--- src/rtl/trap_load_sequencer.sv ---
// Alternating two-inlet valve sequencer for a cell-trap stage: OPEN1, dead gap,
// OPEN2, dead gap per load pair, with break-before-make between the two valves.
module trap_load_sequencer #(
  parameter int CNT_W = 16,
  parameter int N_W   = 8
) (
  input  logic             clk,
  input  logic             rst,
  input  logic             start,
  input  logic             abort,
  input  logic [CNT_W-1:0] t1_len,
  input  logic [CNT_W-1:0] t2_len,
  input  logic [CNT_W-1:0] dead_len,
  input  logic [N_W-1:0]   loads,
  output logic             valve1_open,
  output logic             valve2_open,
  output logic             busy,
  output logic             done,
  output logic [N_W-1:0]   load_idx,
  output logic [2:0]       state_dbg
);

  typedef enum logic [2:0] {
    IDLE  = 3'd0,
    OPEN1 = 3'd1,
    GAP1  = 3'd2,
    OPEN2 = 3'd3,
    GAP2  = 3'd4,
    DONE  = 3'd5
  } state_t;

  state_t           state;
  state_t           state_nxt;
  logic [CNT_W-1:0] cnt;
  logic [CNT_W-1:0] cnt_nxt;
  logic [N_W-1:0]   idx_nxt;
  logic [CNT_W-1:0] t1_q;
  logic [CNT_W-1:0] t2_q;
  logic [CNT_W-1:0] dead_q;
  logic [N_W-1:0]   loads_q;
  logic             latch_cfg;
  logic             in_run;
  logic             last_pair;

  assign state_dbg = state;

  // Counter is loaded with duration-1 so a phase ends when it reads zero;
  // a zero length still yields one cycle.
  function automatic logic [CNT_W-1:0] phase_cnt(input logic [CNT_W-1:0] len);
    return (len == '0) ? '0 : len - CNT_W'(1);
  endfunction

  assign in_run    = (state == OPEN1) || (state == GAP1) ||
                     (state == OPEN2) || (state == GAP2);
  assign last_pair = (load_idx == loads_q - N_W'(1));

  always_comb begin
    state_nxt = state;
    cnt_nxt   = cnt;
    idx_nxt   = load_idx;
    latch_cfg = 1'b0;
    case (state)
      IDLE, DONE: begin
        state_nxt = IDLE;
        cnt_nxt   = '0;
        if (start && !abort) begin
          latch_cfg = 1'b1;
          idx_nxt   = '0;
          if (loads == '0) begin
            state_nxt = DONE;
          end else begin
            state_nxt = OPEN1;
            cnt_nxt   = phase_cnt(t1_len);
          end
        end
      end
      OPEN1: begin
        if (cnt == '0) begin
          state_nxt = GAP1;
          cnt_nxt   = phase_cnt(dead_q);
        end else begin
          cnt_nxt = cnt - CNT_W'(1);
        end
      end
      GAP1: begin
        if (cnt == '0) begin
          state_nxt = OPEN2;
          cnt_nxt   = phase_cnt(t2_q);
        end else begin
          cnt_nxt = cnt - CNT_W'(1);
        end
      end
      OPEN2: begin
        if (cnt == '0) begin
          state_nxt = GAP2;
          cnt_nxt   = phase_cnt(dead_q);
        end else begin
          cnt_nxt = cnt - CNT_W'(1);
        end
      end
      GAP2: begin
        if (cnt == '0) begin
          if (last_pair) begin
            state_nxt = DONE;
            cnt_nxt   = '0;
          end else begin
            state_nxt = OPEN1;
            cnt_nxt   = phase_cnt(t1_q);
            idx_nxt   = load_idx + N_W'(1);
          end
        end else begin
          cnt_nxt = cnt - CNT_W'(1);
        end
      end
      default: begin
        state_nxt = IDLE;
        cnt_nxt   = '0;
      end
    endcase
    // Abort drops the run without a done pulse; load_idx keeps its last value.
    if (abort && in_run) begin
      state_nxt = IDLE;
      cnt_nxt   = '0;
      idx_nxt   = load_idx;
    end
  end

  // Outputs are decoded from the next state so they are registered yet
  // aligned with the state they describe.
  always_ff @(posedge clk or posedge rst) begin
    if (rst) begin
      state       <= IDLE;
      cnt         <= '0;
      load_idx    <= '0;
      t1_q        <= '0;
      t2_q        <= '0;
      dead_q      <= '0;
      loads_q     <= '0;
      valve1_open <= 1'b0;
      valve2_open <= 1'b0;
      busy        <= 1'b0;
      done        <= 1'b0;
    end else begin
      state    <= state_nxt;
      cnt      <= cnt_nxt;
      load_idx <= idx_nxt;
      if (latch_cfg) begin
        t1_q    <= t1_len;
        t2_q    <= t2_len;
        dead_q  <= dead_len;
        loads_q <= loads;
      end
      valve1_open <= (state_nxt == OPEN1);
      valve2_open <= (state_nxt == OPEN2);
      busy        <= (state_nxt == OPEN1) || (state_nxt == GAP1) ||
                     (state_nxt == OPEN2) || (state_nxt == GAP2);
      done        <= (state_nxt == DONE);
    end
  end

endmodule

--- config.mk ---
export PLATFORM = sky130hd
export DESIGN_NAME = trap_load_sequencer
export DESIGN_NICKNAME = d
export VERILOG_FILES = /design/src/rtl/trap_load_sequencer.sv
export SDC_FILE = /design/constraint.sdc
export NUM_CORES = 1
export LEC_CHECK = 0
export CAP_MARGIN = 20
export CORE_MARGIN = 5
export CORE_UTILIZATION = 40
export DETAILED_ROUTE_END_ITERATION = 7
export MAX_ROUTING_LAYER = met4
export PLACE_DENSITY = 0.64
export SETUP_SLACK_MARGIN = 0.4
export SLEW_MARGIN = 20
export SYNTH_ARGS = -nofsm -noshare
export SYNTH_HDL_FRONTEND = slang
export SYNTH_SLANG_ARGS = --single-unit
export TNS_END_PERCENT = 100
--- constraint.sdc ---
create_clock -name clk -period 3.3 [get_ports clk]
set_input_delay 0.495 -clock clk [delete_from_list [all_inputs] [get_ports clk]]
set_output_delay 0.495 -clock clk [all_outputs]
set_load 0.01 [all_outputs]
Word level (Yosys, flattened, before mapping):

Index checks and enable logic that the tools add are counted.

* $add $sub $neg: 7
* eq/ne operators: 14
* mux-type cells: 27
* bitwise operators: 1
* reductions and logical operators: 20

Operator list (number)
* two-way mux 16 bit: 11
* zero test 16 bit: 5
* subtractor 16 x 1 -> 16 bit (second input constant): 5
* one-hot mux 16 bit (4 select lines): 1
* two-way mux 3 bit: 8
* two-way mux 8 bit: 3
* one-hot mux 8 bit (2 select lines): 1
* one-hot mux 3 bit (5 select lines): 1
* == test 3 x 2 -> 1 bit (second input constant): 4
* == test 3 bit (second input constant): 4
* adder 8 x 1 -> 8 bit (second input constant): 1
* == test 8 bit: 1
* zero test 8 bit: 1
* subtractor 8 x 1 -> 8 bit (second input constant): 1
* == test 3 x 1 -> 1 bit (second input constant): 2
* logical OR 1 bit: 6
* AND reduction 5 bit: 1
* != test 2 bit (second input constant): 2
* OR reduction 2 bit: 2
* zero test 3 bit: 1
* logical AND 1 bit: 2
* two-way mux 1 bit: 2
* != test 2 x 1 -> 1 bit (second input constant): 1
* nonzero test 2 bit: 1
* other kinds (2): 2

* bits in registers: 87
* logic and storage cells: 80

Longest topological paths before layout:

Gate-level depths: netlist of run 1.

* depth after elaboration: 10
* gate-level depth with buffers: 11
* mapped depth without buffers: 9

Least setup slack after synthesis of run 1:

Ideal clock, no wire load.

* path type: register -> register
* from: register t2_q[2]
* to: register cnt[11]
* library setup time: 0.135 ns
* arrival time: 2.126 ns
* path slack: 1.040 ns
* cell stages (with the launch flop): 8
* buffers on the path: 1
* period minus slack after synthesis: 2.260 ns
* path through: dfrtp_1 -> or4_1 -> nor4_2 -> a41o_1 -> buf_4 -> o22ai_1 -> a211oi_1 -> o22ai_1

* longest elaborated chain between the ends: 5

Ends and longest elaborated chain
* from (decl): line 38 `logic [CNT_W-1:0] t2_q;`
* from (signal assigned): line 149 `t2_q <= t2_len;`
* subtractor 16 x 1 -> 16 bit or zero test 16 bit (tied branches): line 50 `return (len == '0) ? '0 : len - CNT_W'(1);`
* two-way mux 16 bit (*): line 50
* two-way mux 16 bit (*): line 86 `if (cnt == '0) begin`
* one-hot mux 16 bit (4 select lines) (*): line 62 `case (state)`
* two-way mux 16 bit (*): line 121 `if (abort && in_run) begin`
* via cnt_nxt[11]: line 35 `logic [CNT_W-1:0] cnt_nxt;`
* to (signal assigned): line 145 `cnt <= cnt_nxt;`
* to (decl): line 34 `logic [CNT_W-1:0] cnt;`

The timed path passes the listed nets; every way through them passes the cells marked *.
A chain may end at the register's enable or synchronous reset.

Worst setup path after layout of run 1:

* from: register cnt[3]
* to: register load_idx[5]

* longest elaborated chain between the ends: 3

Ends and longest elaborated chain
* zero test 16 bit: line 102 `if (cnt == '0) begin`
* != test 2 x 1 -> 1 bit (no line)
* AND reduction 5 bit (no line)
* to (signal assigned): line 146 `load_idx <= idx_nxt;`
* to (decl): line 19 `output logic [N_W-1:0] load_idx,`

No other way between the ends.

==> results of run 1 <==
[Yosys cell counts, types with 2 or more instances]
library cell,n,area [sq um]
o21ai_0,33,165.2
buf_1,4,15.01
a31oi_1,2,12.51
a211oi_1,4,30.03
ha_1,11,137.6
xnor2_1,36,315.3
nand2_1,194,728.2
nand2b_1,12,75.07
o211ai_1,4,30.03
nor4_2,2,25.02
clkbuf_1,18,67.56
o22ai_1,13,81.33
nand3b_1,2,15.01
nor3b_1,3,22.52
mux2i_1,2,20.02
nor2_1,45,168.9
nor2b_1,2,12.51
and3b_1,2,17.52
a21o_1,2,15.01
a311o_1,2,20.02
or3_1,7,43.79
nand4_1,8,50.05
o31ai_1,4,30.03
or4_1,8,60.06
a21oi_1,22,110.1
o21a_1,3,22.52
nor4_1,17,106.4
dfrtp_1,87,2177
and2_1,4,25.02
buf_2,2,10.01
a41oi_1,2,17.52
o221ai_1,12,105.1
inv_1,20,75.07
nand3_1,19,95.09
nor3_1,22,110.1
xor2_1,35,306.5
a31o_2,2,17.52
[routing by layer]
layer / track usage [%] / routed length [um] / up-vias
met1: 27.41 / 7321 / 2397
met3: 2.792 / 669 / 21
met5: - / 0 / -
met4: 7.054 / 345 / 0
met2: 32.22 / 7563 / 137
li1: - / - / 2522
[logic make-up (layout without fill, tap and decap cells)]
| group | after synthesis | after routing | synth area share (%) |
|---|---|---|---|
| buffers and inverters | 46 | 119 | 3.346 |
| adder cells (fa/ha/maj) | 12 | 12 | 2.650 |
| flip-flops | 87 | 87 | 39.07 |
| XOR/XNOR | 71 | 71 | 11.16 |
| AND/OR/NAND/NOR | 357 | 357 | 29.87 |
| multiplexers | 2 | 2 | 0.3593 |
| AO/OA/AOI/OAI | 114 | 114 | 13.54 |
[timing repair]
item | CTS | global route
resized for setup | 1 | 1
gates cloned | 0 | 0
buffers inserted | 0 | 0
hold endpoints to repair | 0 | 0
endpoints found under the setup margin | 2 | 5
[area by class of cell]
cell class | count | area (sq um) | area share [%]
clock inverters | 6 | 67.56 | 0.9888
clock buffers | 10 | 239.0 | 3.498
well taps | 180 | 225.2 | 3.296
repair buffers | 83 | 820.8 | 12.01
inverters | 20 | 76.32 | 1.117
flip-flops and latches | 87 | 2177 | 31.86
multi-input cells | 556 | 3227 | 47.23
[worst max-delay path, cell delays in order (launching register included)]
cell and delay, ns:
dfrtp_1 0.47, or4_4 0.58, nor4_4 0.34, nand2_2 0.29, nor3_4 0.33, nand4_1 0.13
or3_1 0.32, a21oi_1 0.16
[per-stage QoR]
stage	setup slack, ns	utilization (%)
finish	0.5864	49.61
detailed placement	0.4143	47.30
global route	0.4178	49.61
global placement	0.4665	47.30
CTS	0.5420	49.55
floorplan	0.5548	-
[how the worst max path moves through the flow]
stage,to,cells past startpoint
3_3_place_gp,cnt[14]$_DFF_PP0_,8
4_1_cts,cnt[8]$_DFF_PP0_,7
6_report,load_idx[5]$_DFFE_PP0P_,7
2_1_floorplan,busy$_DFF_PP0_,1
5_1_grt,cnt[3]$_DFF_PP0_,6
3_5_place_dp,cnt[6]$_DFF_PP0_,9
[report_power, final]
| group | switching (mW) | total [mW] | internal, mW | leakage (nW) |
|---|---|---|---|---|
| logic | 1.37 | 2.35 | 0.979 | 1.68 |
| clock network | 0.453 | 1.06 | 0.610 | 0.145 |
| registers | 0.483 | 1.93 | 1.45 | 1.11 |
[placed cells by master (no fill, tap or decap), types with 8 or more instances in the layout]
master and n:
dfrtp_1 87, xnor2_1 36, clkbuf_16 9, nand2_1 194, clkdlybuf4s50_1 74, nor2_1 44
xor2_1 35, nor3_1 22, a21oi_1 22, o22ai_1 13, nor4_1 17, o21ai_0 33
nand2b_1 12, ha_1 11, buf_4 8, nand4_1 8, inv_1 19, or4_1 8
o221ai_1 12, nand3_1 19
[state kept, by name, summed over array words and instances, names as in the netlist]
register	cells
cnt	16
dead_q	16
t1_q	16
t2_q	16
load_idx	8
loads_q	8
state_dbg	3
busy	1
done	1
valve1_open	1
valve2_open	1
==> qor.yml, run 1 <==
worst_setup_path:
  worstPathRequired_ns: 3.57
  path_class: "register to register"
  startpoint: "cnt[3]$_DFF_PP0_"
  reg2reg_depth: 7
  reg2reg_to: "load_idx[5]$_DFFE_PP0P_"
  r2r_start: "cnt[3]$_DFF_PP0_"
  r2r_setup_slack_ns: 0.59
  cp.arrival_ns: 2.98
  endpoint_kind: "register"
  cp-start-kind: "register"
  path_max_fanout: 11
run:
  drv_cap: 0
routing:
  route.vias.total: 5077
  wire_per_inst_um: 16.88
  ant_nets: 0
  drc_errors: 0
  drtPass1Iterations: 5
  vias_per_cell: 5.390
  wirelength_um: 15900
  drtIter0Drc: 283
power:
  cellLeakagePower_nw: 2.941
  total_power_mw: 5.341
  p_per_area_nw_per_um2: 781.7
  vdd_ir_drop_max_v: 0.0003646
sta:
  drv_slew: 0
  rsz0062_at_grt: "false"
  max_freq_ghz: 0.3685
  setup_viol: 0
  finClkSkew_ns: 0.01174
  worst_pin_slew_ns: 0.7152
  max_slew_margin_pct: 51.95
  hold_viol: 0
  whs_ns: 0.5164
  setup_tns_ns: 0
  finalCritPeriodShare_pct: 82.23
  period_needed_ns: 2.714
worst_hold_path:
  hold_end: "t1_q[15]$_DFFE_PP0P_"
  hold_start: "t1_q[15]$_DFFE_PP0P_"
  hold_depth: 2
  hp-class: "register to register"
floorplanning:
  num_io_pins: 75
  start_util_pct: 40.45
  fp.dieH_um: 128.0
  num_rows: 43
  die_area_sq_um: 16390
  fp.coreArea_sq_um: 13770
  die_w_um: 128.0
yosys:
  ys_async_sr_fraction_pct: 100.0
  syn_inst: 689
  synth.distinct_cells: 59
  synth_ff_type: "dfrtp_1"
  synth_seq_cells: 87
  yosysSeqAreaShare_pct: 39.07
  ys.warnings.count: 0
  syn-cell-area_sq_um: 5572
  synth_fp_nets: 760
  syn_area_per_cell_sq_um: 8.086
  synth_edf_count: 0
clock_network:
  clockBufferDepth: 2
  path_clk_slew_ns: 0.07
  cts_inserted_buffers: 9
  root_buffer: "clkbuf_16"
  insertion_delay_ns: 0.35
  htreeDepth: 3
  cts_tree: "done"
  ctsHoldBuffers: 0
  clock-sinks: 87
cells_and_area:
  fin_area_sq_um: 6833
  insertedDiodeCount: 0
  fill_cells: 1370
  areaGrowthSynthToFinish_pct: 22.64
  final_cells: 942
  drive_above_1_share_pct: 5.512
  final_net_count: 828
global_routing:
  grt_first_pass_wirelength_um: 25860
  gr-total-overflow: 0
  track_usage_pct: 20.52
  antenna_found_initial: 0
  grt_max_degree: 56
  grt_pass1_vias: 5011
place:
  dp_cells: 926
  placed_area_sq_um: 6515
  port_buffers: 74
  hpwlAfterDp_um: 12310
  gp_congestion: 0.9268
run_status:
  status: "finished, final reports clean"
No activity file was read; power rests on OpenSTA's default activity.
==> inputs of run 2 (changes only) <==
--- a/config.mk
+++ b/config.mk
@@ -10,7 +10,7 @@
 export CORE_UTILIZATION = 40
 export DETAILED_ROUTE_END_ITERATION = 7
 export MAX_ROUTING_LAYER = met4
-export PLACE_DENSITY = 0.64
+export PLACE_DENSITY = 0.67
 export SETUP_SLACK_MARGIN = 0.4
 export SLEW_MARGIN = 20
 export SYNTH_ARGS = -nofsm -noshare
==> constraint.sdc (replaced) <==
create_clock -name clk -period 2.35 [get_ports clk]
set_input_delay 0.3525 -clock clk [delete_from_list [all_inputs] [get_ports clk]]
set_output_delay 0.3525 -clock clk [all_outputs]
set_load 0.01 [all_outputs]
==> qor.yml, run 2 (same netlist as run 1, synthesis figures left out) <==
clock_network:
  ctsHoldBuffers: 0  # unchanged
  path_clk_slew_ns: 0.06  # about the same
  cts_inserted_buffers: 9  # unchanged
  clock-sinks: 87  # unchanged
  clockBufferDepth: 2  # unchanged
  root_buffer: "clkbuf_16"
  cts_tree: "done"
  htreeDepth: 3  # unchanged
  insertion_delay_ns: 0.36  # about the same
place:
  port_buffers: 74  # unchanged
  hpwlAfterDp_um: 13030  # +5.8%
  gp_congestion: 0.9985  # +7.7%
  dp_cells: 1002  # +8.2%
worst_setup_path:
  cp_top_family: "simple AND/OR/NAND/NOR gates"
  path_class: "register to register"
  endpoint_kind: "register"
  cpMaxStageDelayCell: "or4_4"
  path_cells: "or4_4 > nor4_4 > nand2_4 > nor3_4 > nand4_1 > or3_1 > a21oi_2"
  worstPathRequired_ns: 2.63  # -0.94 ns
  cp.arrival_ns: 2.58  # -0.40 ns
  worst_path_largest_cell_delay_ns: 0.56  # -0.02 ns
  path_max_fanout: 6  # -5
  cp-start-kind: "register"
  cp_num_buf_inv: 0  # unchanged
routing:
  drtIter0Drc: 386  # +36%
  ant_nets: 0  # unchanged
  vias_per_cell: 5.418  # +0.52%
  wirelength_um: 17480  # +9.9%
  wire_per_inst_um: 16.91  # +0.16%
  drc_errors: 0  # unchanged
  drtPass1Iterations: 8  # +3
  route.vias.total: 5602  # +10%
cells_and_area:
  insertedDiodeCount: 0  # unchanged
  areaGrowthSynthToFinish_pct: 42.87
  drive_above_1_share_pct: 22.01  # +17 points
  layout_commonest_cell: "nand2_1"
  final_cell_mix: "193 x nand2_1, 88 x buf_4, 85 x dfrtp_1"
  final_net_count: 920  # +11%
  final_cells: 1034  # +9.8%
sta:
  max_freq_ghz: 0.4346  # +18%
  drv_slew: 0  # unchanged
  setup_viol: 0  # unchanged
  finalCritPeriodShare_pct: 97.92  # +16 points
  setup_tns_ns: 0  # unchanged
  hold_viol: 0  # unchanged
  period_needed_ns: 2.301  # -0.4124 ns
  worst_pin_slew_ns: 0.6148  # -0.1005 ns
  rsz0062_at_grt: "true"
  max_slew_margin_pct: 58.86  # +6.9 points
  finClkSkew_ns: 0.009500  # -0.002240 ns
floorplanning:
  fp.dieH_um: 128.0  # unchanged
  fp.coreArea_sq_um: 13770  # unchanged
  die_area_sq_um: 16390  # unchanged
  num_io_pins: 75  # unchanged
  die_w_um: 128.0  # unchanged
  num_rows: 43  # unchanged
  start_util_pct: 40.45  # unchanged
global_routing:
  grt_max_degree: 52  # -7.1%
  track_usage_pct: 22.23  # +1.7 points
  grt_first_pass_wirelength_um: 28260  # +9.3%
  antenna_found_initial: 0  # unchanged
  gr-total-overflow: 0  # unchanged
  grt_pass1_vias: 5662  # +13%
power:
  vdd_ir_drop_max_v: 0.0005876  # +61%
  cellLeakagePower_nw: 3.485  # +18%
  p_per_area_nw_per_um2: 1100  # +41%
run_status:
  status: "finished, final reports clean"
worst_hold_path:
  hp-class: "input port to asynchronous set/reset pin"
run:
  drv_cap: 0  # unchanged
-- run 2: cell types whose count changed in the layout (fill, tap and decap cells not counted), sizes merged --
cell	change
o21ai	+1
clkinv	-1
clkbuf	+1
inv	-1
bufinv	+1
buf	+91
-- run 2: per-layer routing --
metal	vias up	global-route usage, %	wire length, um
met5	-	-	0
met1	2692	27.21	7431
li1	2707	-	-
met3	37	4.208	831
met2	166	36.51	8661
met4	0	8.489	554
-- run 2: power breakdown --
| part | internal [mW] | total [mW] | switching, mW |
|---|---|---|---|
| registers | 2.03 | 2.60 | 0.566 |
| logic | 2.08 | 4.57 | 2.49 |
| clock network | 0.961 | 1.59 | 0.628 |
-- run 2: layout make-up --
cell class              count  area [sq um]
clock buffers              11         242.7
inverters                  20         78.83
well taps                 180         225.2
fillers                  1216          5813
flip-flops and latches     87          2180
multi-input cells         557          3573
clock inverters             5         81.33
repair buffers            174          1579
-- run 2: path summary, 6_finish.rpt --
check                                        from                       to  slack, ns  cells after the start
max                              cnt[4]$_DFF_PP0_  load_idx[6]$_DFFE_PP0P_       0.05                      7
min                                           rst   dead_q[10]$_DFFE_PP0P_       0.40                      2
max reg2reg                      cnt[4]$_DFF_PP0_  load_idx[6]$_DFFE_PP0P_       0.05                      7
min reg2reg                loads_q[7]$_DFFE_PP0P_   loads_q[7]$_DFFE_PP0P_       0.51                      2
max in group asynchronous                     rst   state_dbg[2]$_DFF_PP0_       1.37                      3
min in group clk           loads_q[7]$_DFFE_PP0P_   loads_q[7]$_DFFE_PP0P_       0.51                      2
-- run 2: per-stage QoR --
| step | setup slack [ns] | hold slack (ns) | power [mW] | cell area [sq um] | utilization, % |
|---|---|---|---|---|---|
| after global routing | -0.02742 | 0.4566 | 9.306 | 7960 | 57.79 |
| after floorplan | 0.1802 | 0.4579 | 5.176 | 5718 | - |
| final | 0.04889 | 0.3993 | 8.758 | 7960 | 57.79 |
| after detailed placement | -0.05256 | 0.5017 | 6.655 | 7247 | 52.62 |
| after CTS | 0.06745 | 0.4090 | 8.511 | 7754 | 56.30 |
| after global placement | -0.01316 | 0.4877 | 6.547 | 7247 | 52.62 |
-- run 2: timing repair --
action                                 4_1_cts  5_1_grt
gates resized for setup                     25       31
endpoints found under the hold margin        0        0
pin swaps                                    6       10
cloned                                       1        0
setup buffers                                6        9
setup endpoints to repair                   54       81
==> inputs of run 3 (changes only) <==
--- a/config.mk
+++ b/config.mk
@@ -8,7 +8,9 @@
 export CAP_MARGIN = 20
 export CORE_MARGIN = 5
 export CORE_UTILIZATION = 40
+export CTS_BUF_LIST = sky130_fd_sc_hd__clkbuf_16
 export DETAILED_ROUTE_END_ITERATION = 7
+export GPL_TIMING_DRIVEN = 0
 export MAX_ROUTING_LAYER = met4
 export PLACE_DENSITY = 0.67
 export SETUP_SLACK_MARGIN = 0.4
==> constraint.sdc (replaced) <==
create_clock -name clk -period 2.35 [get_ports clk]
set_input_delay 0.47 -clock clk [delete_from_list [all_inputs] [get_ports clk]]
set_output_delay 0.47 -clock clk [all_outputs]
set_load 0.01 [all_outputs]
==> qor.yml, run 3 (same netlist as run 1, synthesis figures left out) <==
run_status:
  status: "complete, but fails checks"
  violations: "setup timing"
worst_setup_path:
  endpoint_kind: "register"
  worstPathRequired_ns: 2.58  # -0.05 ns
  cpMaxStageDelayCell: "or4_4"
  reg2reg_to: "cnt[9]$_DFF_PP0_"
  startpoint: "dead_q[3]$_DFFE_PP0P_"
  r2r_start: "dead_q[3]$_DFFE_PP0P_"
  path_cells: "or4_4 > or3_4 > nor4_4 > xnor2_2 > o221ai_2 > a21oi_2 > o22ai_1"
  worst_path_largest_cell_delay_ns: 0.57  # about the same
  r2r_setup_slack_ns: -0.04  # -0.09 ns
  path_class: "register to register"
  cp-start-kind: "register"
  path_max_fanout: 4  # -2
  reg2reg_depth: 7  # unchanged
  cp.arrival_ns: 2.62  # +0.04 ns
  crit_end: "cnt[9]$_DFF_PP0_"
power:
  vdd_ir_drop_max_v: 0.0006023  # +2.5%
  netSwitchingPower_mw: 3.819  # +3.6%
  p_per_area_nw_per_um2: 1099  # about the same
  p_comb_share_pct: 53.5  # +1.3 points
  total_power_mw: 8.603  # -1.8%
  seqPwrFrac_pct: 31.8  # +2.2 points
  swShare_pct: 44.39  # +2.3 points
  p_int_mw: 4.784  # -5.6%
  clkPwrFrac_pct: 14.7  # -3.4 points
  cellLeakagePower_nw: 3.354  # -3.8%
place:
  gp_congestion: 0.9059  # -9.3%
  hpwlAfterDp_um: 13200  # +1.3%
  pre_cts_ws_ns: -0.8564  # -0.8038 ns
  port_buffers: 73  # -1.4%
  placed_area_sq_um: 6721  # -7.3%
cells_and_area:
  final_cell_mix: "191 x nand2_1, 81 x dfrtp_1, 70 x clkdlybuf4s50_1"
  seq_area_sq_um: 2185  # +0.23%
  areaGrowthSynthToFinish_pct: 40.44
  fin_area_sq_um: 7825  # -1.7%
  insertedDiodeCount: 0  # unchanged
  layout_commonest_cell: "nand2_1"
  final_net_count: 890  # -3.3%
  drive_above_1_share_pct: 21.65  # -0.36 points
  fill_cells: 1306  # +7.4%
  multi_input_area_sq_um: 3764  # +5.3%
floorplanning:
  start_util_pct: 40.45  # unchanged
  die_area_sq_um: 16390  # unchanged
  fp.dieH_um: 128.0  # unchanged
  num_rows: 43  # unchanged
  die_w_um: 128.0  # unchanged
  fp.coreArea_sq_um: 13770  # unchanged
  num_io_pins: 75  # unchanged
clock_network:
  insertion_delay_ns: 0.35  # about the same
  path_clk_slew_ns: 0.06  # about the same
  cts_tree: "done"
  clock-sinks: 87  # unchanged
  root_buffer: "clkbuf_16"
  htreeDepth: 3  # unchanged
  clockBufferDepth: 2  # unchanged
  cts_inserted_buffers: 9  # unchanged
  ctsHoldBuffers: 0  # unchanged
global_routing:
  gr-total-overflow: 0  # unchanged
  grt_first_pass_wirelength_um: 27470  # -2.8%
  grt_pass1_vias: 5287  # -6.6%
  track_usage_pct: 22.15  # -0.081 points
  antenna_found_initial: 0  # unchanged
  grt_max_degree: 32  # -38%
sta:
  max_freq_ghz: 0.4188  # -3.6%
  period_needed_ns: 2.388  # +0.08640 ns
  finalCritPeriodShare_pct: 101.6  # +3.7 points
  worst_pin_slew_ns: 0.6821  # +0.06735 ns
  layout_setup_ws_ns: -0.03751  # -0.08640 ns
  setup_viol: 7  # +7
  hold_viol: 0  # unchanged
  rsz0062_at_grt: "true"
  finClkSkew_ns: 0.008309  # -0.001191 ns
  max_slew_margin_pct: 54.43  # -4.4 points
  drv_slew: 0  # unchanged
routing:
  vias_per_cell: 5.402  # -0.29%
  route.vias.total: 5413  # -3.4%
  wire_per_inst_um: 17.56  # +3.9%
  drtPass1Iterations: 5  # -3
  wirelength_um: 17600  # +0.68%
  ant_nets: 0  # unchanged
  drc_errors: 0  # unchanged
  drtIter0Drc: 416  # +7.8%
run:
  drv_cap: 0  # unchanged
worst_hold_path:
  hold_start: "t1_len[5]"
  hp-class: "input port to register"
==> run 3: cell types whose count changed in the layout (fill, tap and decap cells not counted), sizes merged <==
cell           before  now
clkdlybuf4s50      74   70
inv                19   21
clkinv              2    3
buf               100   52
bufinv              2    0
clkinvlp            2    1
dlymetal6s2s        0    3
o21ai              36   35
clkbuf             11   29
==> run 3: layout make-up <==
| type | instances | area share (%) |
|---|---|---|
| clock buffer | 9 | 2.878 |
| sequential | 87 | 27.92 |
| clock inverter | 5 | 0.2558 |
| tap | 180 | 2.878 |
| buffer | 26 | 2.382 |
| timing repair buffer | 119 | 14.58 |
| multi-input combinational | 556 | 48.10 |
| inverter | 20 | 1.007 |
==> run 3: per-layer routing <==
layer / vias up / routed length [um] / GRT usage, %
met5: - / 0 / -
met4: 0 / 292 / 6.055
met3: 24 / 830 / 4.167
met2: 155 / 8537 / 36.11
met1: 2588 / 7939 / 28.36
li1: 2646 / - / -
==> run 3: how the worst min path moves through the flow <==
stage                                endpoint  cells past startpoint  slack, ns
after floorplan           t1_q[5]$_DFFE_PP0P_                      2       0.46
after global placement    t1_q[5]$_DFFE_PP0P_                      2       0.50
after detailed placement  t1_q[5]$_DFFE_PP0P_                      2       0.50
after CTS                 t1_q[5]$_DFFE_PP0P_                      2       0.51
after global routing      t1_q[5]$_DFFE_PP0P_                      3       0.48
final                     t1_q[5]$_DFFE_PP0P_                      3       0.46
==> run 3: critical path, delay by kind of cell, from the launching register on <==
kind | cells | cell delay, ns
AOI/OAI and AO/OA | 3 | 0.43
DFF | 1 | 0.42
xor gates and xnor gates | 1 | 0.19
and+or+nand+nor | 3 | 1.23
==> run 3: power by group through the flow <==
stage	registers, mW	logic [mW]	clock network [mW]
after floorplan	2.56	2.62	0
after global placement	2.69	3.52	0
after detailed placement	2.73	3.58	0
after CTS	2.68	4.23	1.29
after global routing	2.81	4.98	1.34
final	2.74	4.60	1.27
==> run 3: metrics by stage <==
step	std cells	hold WS [ns]	utilization, %	setup TNS [ns]
floorplan	689	0.4627	-	0
global route	1002	0.4750	56.81	-0.7001
finish	1002	0.4648	56.81	-0.1343
detailed placement	944	0.4994	48.80	-25.99
CTS	987	0.5118	54.24	0
global placement	942	0.5000	48.51	-34.05
==> run 3: repair_timing <==
item | CTS | global route
endpoints found under the setup margin | 87 | 81
gates resized for setup | 62 | 61
buffers inserted | 27 | 15
gates cloned | 2 | 0
pin swaps | 26 | 17
==> edit (settings of run 1) <==
Change the parameter `N_W` from 8 to 6.
--- a/src/rtl/trap_load_sequencer.sv
+++ b/src/rtl/trap_load_sequencer.sv
@@ -2,7 +2,7 @@
 // OPEN2, dead gap per load pair, with break-before-make between the two valves.
 module trap_load_sequencer #(
   parameter int CNT_W = 16,
-  parameter int N_W   = 8
+  parameter int N_W   = 6
 ) (
   input  logic             clk,
   input  logic             rst,
Ports: changed (resized load_idx and loads); port bits go from 75 to 71. The function was not compared with the original's and may differ.
==> edit against run 1 <==
Combinational power fell by 23%. Routed wire length fell by 4.4%. Setup slack worse by 0.057 ns. Sequential cell count decreased by 4. Synthesized area fell by 3.8%. Die area decreased by 3.5%. Total power shrank 16%. Design area fell by 3.6%. Critical path type unchanged. Largest power group unchanged.
==> edit: results (changes against run 1) <==
[grt]
track_usage_pct=19.9  ; -0.62 points
grt_use_met3_pct=4.32  ; +1.5 points
grtUsageMet2_pct=29.8  ; -2.4 points
grt_pass1_vias=4670  ; -6.8%
grt_pass1_wl_um=24700  ; -4.4%
met1_usage_pct=27.3  ; -0.11 points
grt_max_degree=49  ; -13%
grt_antenna_before_repair=0  ; unchanged

[synth]
synthTopCellsByArea=dfrtp_1, nand2_1, xnor2_1
ys_warn_count=0  ; unchanged
synth-seq-area-share_pct=38.7  ; -0.34 points
synth_cell_types=62  ; +5.1%
post-synth-top-count-cell=nand2_1
synth_nets=714  ; -6.1%
synth_commonest_cells=nand2_1, dfrtp_1, xnor2_1

[placement]
pre_cts_ws_ns=0.316  ; -0.0988 ns
port_buffers=70  ; -5.4%
gp_congestion=0.938  ; +1.2%
place_hpwl_um=11700  ; -5.2%
placed_area_um2=6270  ; -3.8%

[outcome]
status=complete, no violations

[route]
drt_pass1_iterations=5  ; unchanged
drt-initial-drc-count=310  ; +9.5%
viasPerCell=5.45  ; +1.2%
drt-total-wl_um=15200  ; -4.4%

[pwr]
peakVddDrop_v=0.000303  ; -17%
p_int_mw=2.75  ; -9.3%
p_leak_nw=2.80  ; -4.6%

[worst_setup_path]
crit_arrival_ns=2.98  ; about the same
worstPathMaxFanout=13  ; +2

[cts]
clock_latency_ns=0.35  ; about the same
numCtsBuffers=9  ; unchanged
max-clock-path-buffers=2  ; unchanged
htree_levels=3  ; unchanged
clkTransAtPathRegs_ns=0.07  ; about the same
cts_setup_buffers=0  ; unchanged
root_buffer=clkbuf_16
postCtsResizedCells=0  ; -1

[cells_and_area]
drive_above_1_share_pct=6.96  ; +1.5 points
fill_cells=1220  ; -11%
antenna_cells=0  ; unchanged
nNetsFinal=782  ; -5.6%

[timing]
fin_worst_skew_ns=0.0123  ; +0.000539 ns
worstMarginPinSlew_ns=0.680  ; -0.0352 ns

[hold_path]
hp-class=input port to async pin

==> edit: metal layers <==
layer  wire [um]  vias up
li1            -     2375
met1        7110     2324
met2        6930      150
met3         836       25
met4         325        0
met5           0        -
==> edit: critical path, stage by stage (launching register included) <==
cell	delay (ns)
dfrtp_1	0.42
inv_1	0.07
ha_1	0.23
or3b_4	0.44
or2_1	0.32
nor3_2	0.17
buf_4	0.23
a31oi_1	0.10
nor4_1	0.49
o32ai_1	0.16
==> edit: worst paths after layout <==
check / start / end / slack [ns] / depth (start not counted)
worst max-delay path: cnt[0] / cnt[15] / 0.53 / 9
worst min-delay path: rst / dead_q[10] / 0.48 / 2
worst max register to register: cnt[0] / cnt[15] / 0.53 / 9
worst min register to register: loads_q[5] / loads_q[5] / 0.51 / 2
max in group asynchronous: rst / dead_q[15] / 2.06 / 3
min in group clk: loads_q[5] / loads_q[5] / 0.51 / 2
==> edit: power groups by stage <==
stage	Sequential, mW	Clock, mW	Combinational (mW)
after floorplan	1.54	0	1.33
after global placement	1.62	0	1.78
after detailed placement	1.64	0	1.78
after CTS	1.62	1.09	1.79
after global routing	1.68	1.14	2.00
final	1.63	1.08	1.81
==> edit: logic make-up (layout without fill, tap and decap cells) <==
group	after synthesis	in the layout	synth area share (%)
AND/OR/NAND/NOR	336	336	30.1
XOR/XNOR	70	70	11.4
adder cells (fa/ha/maj)	11	11	2.57
multiplexers	4	4	0.770
AO/OA/AOI/OAI	100	100	13.2
flip-flops	83	83	38.7
buffers and inverters	41	114	3.13
==> edit: layout make-up <==
type | instances | area [um^2] | share of cell area (%)
Multi-Input combinational cell | 521 | 3130 | 47.5
Sequential cell | 83 | 2080 | 31.5
Timing Repair Buffer | 82 | 791 | 12.0
Clock buffer | 11 | 233 | 3.53
Tap cell | 176 | 220 | 3.34
Clock inverter | 5 | 77.6 | 1.18
Inverter | 16 | 61.3 | 0.930
==> edit: metrics by stage <==
| stage | hold WS (ns) | cells | util, % |
|---|---|---|---|
| 6_report | 0.479 | 894 | 50.0 |
| 4_1_cts | 0.496 | 894 | 49.9 |
| 5_1_grt | 0.528 | 894 | 50.0 |
| 2_1_floorplan | 0.465 | 645 | - |
| 3_3_place_gp | 0.486 | 878 | 47.5 |
| 3_5_place_dp | 0.493 | 878 | 47.5 |
